--- config.mk ---
export PLATFORM = sky130hd
export DESIGN_NAME = tt_ctrl_seq
export DESIGN_NICKNAME = d
export VERILOG_FILES = /design/src/rtl/tt_ctrl_seq.sv
export SDC_FILE = /design/constraint.sdc
export NUM_CORES = 1
export LEC_CHECK = 0
export CAP_MARGIN = 20
export CORE_MARGIN = 4
export CORE_UTILIZATION = 49
export CTS_CLUSTER_DIAMETER = 40
export DETAILED_ROUTE_END_ITERATION = 8
export GPL_TIMING_DRIVEN = 0
export PLACE_DENSITY = 0.78
export SYNTH_ARGS = -nofsm -noshare
export SYNTH_HDL_FRONTEND = slang
export SYNTH_SLANG_ARGS = --single-unit
--- constraint.sdc ---
create_clock -name clk_a -period 2.3 [get_ports clk_a]
set_clock_uncertainty 0.15 [all_clocks]
set_input_delay 0.23 -clock clk_a [delete_from_list [all_inputs] [get_ports clk_a]]
set_output_delay 0.23 -clock clk_a [all_outputs]
set_load 0.02 [all_outputs]
--- src/rtl/tt_ctrl_seq.sv ---
// Mux control sequencer: selects a design by counting the selector,
// then enables it and runs a user-module reset of programmable length.
module tt_ctrl_seq #(
  parameter int ADDR_W         = 10,
  parameter int SEL_RST_CYCLES = 2,
  parameter int UM_RST_CYCLES  = 8
) (
  input  logic              clk_a,
  input  logic              rst_n,
  input  logic              req_valid,
  output logic              req_ready,
  input  logic [ADDR_W-1:0] req_addr,
  input  logic              disable_i,
  output logic              ctrl_sel_rst_n,
  output logic              ctrl_sel_inc,
  output logic              ctrl_ena,
  output logic              um_rst_n,
  output logic [ADDR_W-1:0] cur_addr,
  output logic              busy,
  output logic              done
);

  localparam int CMAX = (SEL_RST_CYCLES > UM_RST_CYCLES) ?
                        SEL_RST_CYCLES : UM_RST_CYCLES;
  localparam int CNT_W = $clog2(CMAX + 1);

  typedef enum logic [2:0] {
    IDLE, SRST, INC_HI, INC_LO, UMRST, RUN
  } state_e;

  state_e state_q, state_d;
  logic [ADDR_W-1:0] tgt_q, tgt_d;
  logic [ADDR_W-1:0] cur_q, cur_d;
  logic [CNT_W-1:0] cnt_q, cnt_d;
  logic sel_rst_n_q, sel_rst_n_d;
  logic inc_q, inc_d;
  logic ena_q, ena_d;
  logic um_q, um_d;
  logic done_q, done_d;
  logic rdy_q, rdy_d;
  logic step;

  always_comb begin
    state_d     = state_q;
    tgt_d       = tgt_q;
    cur_d       = cur_q;
    cnt_d       = cnt_q;
    sel_rst_n_d = 1'b1;
    inc_d       = 1'b0;
    ena_d       = ena_q;
    um_d        = um_q;
    done_d      = 1'b0;
    step        = 1'b0;
    if (disable_i) begin
      state_d = IDLE;
      ena_d   = 1'b0;
      um_d    = 1'b0;
      // a pulse in flight still reaches the external counter
      if (state_q == INC_HI) cur_d = cur_q + 1'b1;
    end else begin
      unique case (state_q)
        IDLE, RUN: begin
          if (req_valid) begin
            tgt_d = req_addr;
            ena_d = 1'b0;
            um_d  = 1'b0;
            if (req_addr >= cur_q) begin
              state_d = INC_LO;
            end else begin
              state_d = SRST;
              cur_d   = '0;
              cnt_d   = CNT_W'(SEL_RST_CYCLES);
            end
          end
        end
        SRST: begin
          if (cnt_q != '0) begin
            sel_rst_n_d = 1'b0;
            cnt_d       = cnt_q - 1'b1;
          end else begin
            step = 1'b1;
          end
        end
        INC_LO: step = 1'b1;
        INC_HI: begin
          cur_d   = cur_q + 1'b1;
          state_d = INC_LO;
        end
        UMRST: begin
          if (cnt_q == '0) begin
            um_d    = 1'b1;
            done_d  = 1'b1;
            state_d = RUN;
          end else begin
            cnt_d = cnt_q - 1'b1;
          end
        end
        default: state_d = IDLE;
      endcase
      if (step) begin
        if (cur_q == tgt_q) begin
          state_d = UMRST;
          ena_d   = 1'b1;
          cnt_d   = CNT_W'(UM_RST_CYCLES - 1);
        end else begin
          state_d = INC_HI;
          inc_d   = 1'b1;
        end
      end
    end
    rdy_d = (state_d == IDLE) || (state_d == RUN);
  end

  always_ff @(posedge clk_a) begin
    if (!rst_n) begin
      state_q     <= IDLE;
      tgt_q       <= '0;
      cur_q       <= '0;
      cnt_q       <= '0;
      sel_rst_n_q <= 1'b0;
      inc_q       <= 1'b0;
      ena_q       <= 1'b0;
      um_q        <= 1'b0;
      done_q      <= 1'b0;
      rdy_q       <= 1'b1;
    end else begin
      state_q     <= state_d;
      tgt_q       <= tgt_d;
      cur_q       <= cur_d;
      cnt_q       <= cnt_d;
      sel_rst_n_q <= sel_rst_n_d;
      inc_q       <= inc_d;
      ena_q       <= ena_d;
      um_q        <= um_d;
      done_q      <= done_d;
      rdy_q       <= rdy_d;
    end
  end

  assign req_ready      = rdy_q;
  assign busy           = ~rdy_q;
  assign ctrl_sel_rst_n = sel_rst_n_q;
  assign ctrl_sel_inc   = inc_q;
  assign ctrl_ena       = ena_q;
  assign um_rst_n       = um_q;
  assign cur_addr       = cur_q;
  assign done           = done_q;

endmodule

==> flow_metrics.py <==
metrics = {
    "setup_path": {
        "cp.arrival_ns": 2.41,
        "worstSetupEndpointType": "flip-flop",
        "rr_startpoint": "cur_addr[8]",
        "worstSetupStartpointType": "flip-flop",
        "crit_required_ns": 2.34,
        "cp_max_fo": 7,
        "path_class": "reg2reg",
        "cp-startpoint": "cur_addr[8]",
    },
    "yosys": {
        "muxShareOfSynthArea_pct": 6.91,
        "synthCells": 237,
        "synth_top_area_cell": "dfxtp_1",
        "ys_types": 64,
        "synth_edf_count": 0,
        "synth_top_family_by_area": "simple AND/OR/NAND/NOR gates",
        "syn_nets": 263,
        "synth_fa_ha_area_share_pct": 7.34,
        "ys_seq_area_share_pct": 32.3,
        "synth.top_cell.area_share_pct": 32.3,
        "synthSimpleGateAreaFrac_pct": 21.6,
        "synth_compound_area_share_pct": 20.6,
        "avgSynthCellArea_um2": 8.63,
        "synth_area_leaders": "dfxtp_1 (32%), ha_1 (7.3%), mux2i_1 (6.4%)",
        "synth_ff_type": "dfxtp_1",
        "synth_async_sr_flop_share_pct": 0,
        "ys_seq_elements": 33,
        "synth_xor_area_share_pct": 5.14,
        "yosys_warnings": 0,
        "netlist_area_um2": 2050,
    },
    "global_routing": {
        "grt_pass1_vias": 1865,
        "antenna_found_initial": 0,
        "grt.total_usage_pct": 21.4,
        "gr-total-overflow": 0,
        "grt_pass1_wl_mm": 8.83,
        "grt_max_degree": 11,
    },
    "power_and_ir_drop": {
        "p_per_area_nw_per_um2": 494,
        "p_leak_uw": 0.00119,
        "vdd_drop_max_uv": 490,
        "finalPower_uw": 1390,
    },
    "job": {
        "drv_cap": 0,
    },
    "layout": {
        "finalNetCount": 315,
        "area.growth.synth_to_final_pct": 37.6,
        "fillerInstances": 307,
        "utilization_pct": 69.8,
        "layout-drive-gt1-share_pct": 27.6,
        "diodes": 0,
        "ff_latch_area_um2": 696,
        "multi_input_area_um2": 1400,
    },
    "sta": {
        "slew_headroom_pct": 67.5,
        "post-route-min-period_ns": 2.37,
        "setup_ws_ns": -0.0719,
        "whs_ns": 0.136,
        "rsz0062_at_grt": "yes",
        "fin_crit_sh_pct": 103,
        "hold_violations": 0,
        "slew_violations": 0,
        "setup_viol": 5,
        "tightestPinTransition_ns": 0.487,
        "max_freq_mhz": 422,
    },
    "detailed_routing": {
        "antenna_left": 0,
        "dr_total_vias": 2048,
        "drc_errors": 0,
        "wl_per_cell_um": 17.3,
        "drt_iter0_drc": 170,
        "routed_wl_mm": 5.89,
        "drt-pass1-iter-count": 5,
        "viasPerCell": 6.02,
    },
    "place": {
        "dp_hpwl_mm": 3.61,
        "portBuffers": 28,
        "gp_congestion": 0.878,
    },
    "clocking": {
        "cts_buffers": 5,
        "cts_tree": "built",
        "path_clk_slew_ns": 0.07,
        "clockBufferDepth": 2,
        "cts-root-buf": "clkbuf_8",
        "h-tree-depth": 2,
        "clk_latency_ns": 0.30,
        "cts.sinks": 33,
    },
    "min_path": {
        "worstHoldPathType": "in2reg",
        "hp-start": "req_addr[0]",
    },
    "floorplanning": {
        "ios": 31,
        "rows": 23,
        "die_x_um": 72.6,
        "start_util_pct": 50.8,
        "core_um2": 4030,
        "die_y_um": 72.6,
        "dieArea_um2": 5270,
    },
    "status": {
        "outcome": "finished with violations",
        "violations": "setup timing",
    },
}
report_power, final:
group / switching (uW) / internal [uW] / total, uW
logic: 174 / 144 / 318
registers: 19.4 / 583 / 602
clock network: 224 / 244 / 469
state kept, by name (all words and copies together), names as in the netlist, 3 cells and up:
name	flops
cnt_q	4
cur_addr	10
state_q	3
tgt_q	10
area by class of cell:
| cell class | count | area share (%) |
|---|---|---|
| Tap cell | 50 | 2.22 |
| Buffer | 11 | 2.40 |
| Multi-Input combinational cell | 175 | 49.7 |
| Inverter | 18 | 2.58 |
| Sequential cell | 33 | 24.7 |
| Clock buffer | 8 | 3.20 |
| Timing Repair Buffer | 45 | 15.2 |
Yosys cell counts (3+ instances only):
| master | instances |
|---|---|
| a21oi_1 | 16 |
| buf_2 | 4 |
| clkbuf_1 | 5 |
| dfxtp_1 | 33 |
| ha_1 | 12 |
| inv_1 | 17 |
| mux2i_1 | 13 |
| nand2_1 | 7 |
| nand3_1 | 7 |
| nand4_1 | 3 |
| nor2_1 | 31 |
| nor3_1 | 5 |
| nor4_1 | 4 |
| o21ai_0 | 4 |
| or2_1 | 3 |
| or2_2 | 3 |
| or3_1 | 3 |
| xor2_1 | 10 |
through the flow:
stage | instance area [um2] | cells | setup slack [ns] | setup TNS [ns]
after floorplan | 2060 | 237 | 0.000452 | 0
after global placement | 2410 | 315 | -0.388 | -3.50
after detailed placement | 2410 | 315 | -0.422 | -3.87
after CTS | 2610 | 329 | -0.00694 | -0.00694
after global routing | 2810 | 340 | -0.150 | -0.654
final | 2810 | 340 | -0.0719 | -0.129
cell usage in the layout (no fill, tap or decap), types with 7 or more instances in the layout:
cell type,Yosys,routed
nand3_1,7,7
clkbuf_1,5,7
inv_1,17,12
dfxtp_1,33,23
buf_4,1,14
xor2_1,10,10
nor2_1,31,30
nand2_1,7,7
mux2i_1,13,13
clkdlybuf4s50_1,0,23
a21oi_1,16,14
ha_1,12,7
dfxtp_4,0,9
worst paths after layout:
| kind | to | cells after the start | slack, ns |
|---|---|---|---|
| hold / removal | tgt_q[0] | 3 | 0.14 |
| setup / recovery | cur_addr[1] | 9 | -0.07 |
| hold reg to reg | ctrl_ena | 2 | 0.31 |
| setup reg to reg | cur_addr[1] | 9 | -0.07 |
layer usage:
layer / wire (um) / up-vias / share of wire (%) / GRT usage [%]
met4: 189 / 0 / 3.2 / 8.81
li1: - / 950 / - / -
met3: 344 / 22 / 5.8 / 5.10
met1: 2390 / 984 / 41 / 27.1
met2: 2970 / 92 / 50 / 34.8
met5: 0 / - / 0 / 0
critical path: stages (launching register included):
cell      delay, ns
dfxtp_4        0.37
inv_2          0.07
ha_4           0.27
nand4_1        0.13
or2_1          0.28
o2111a_2       0.29
a31oi_4        0.32
buf_6          0.15
mux2i_1        0.18
nor2_1         0.06
repair_timing:
action,4_1_cts,5_1_grt
setup endpoints to repair,13,13
hold buffers,0,0
endpoints found under the hold margin,0,0
buffers inserted,6,11
pin swaps,10,18
gates resized for setup,17,30
kinds of logic (layout without fill, tap and decap cells):
| family | after synthesis | after routing |
|---|---|---|
| compound gates | 53 | 53 |
| xor+xnor | 12 | 12 |
| fa+ha+maj | 12 | 12 |
| buf+inv | 29 | 82 |
| flops | 33 | 33 |
| mux | 14 | 14 |
| simple gates | 84 | 84 |
No activity file was read; power rests on OpenSTA's default activity.
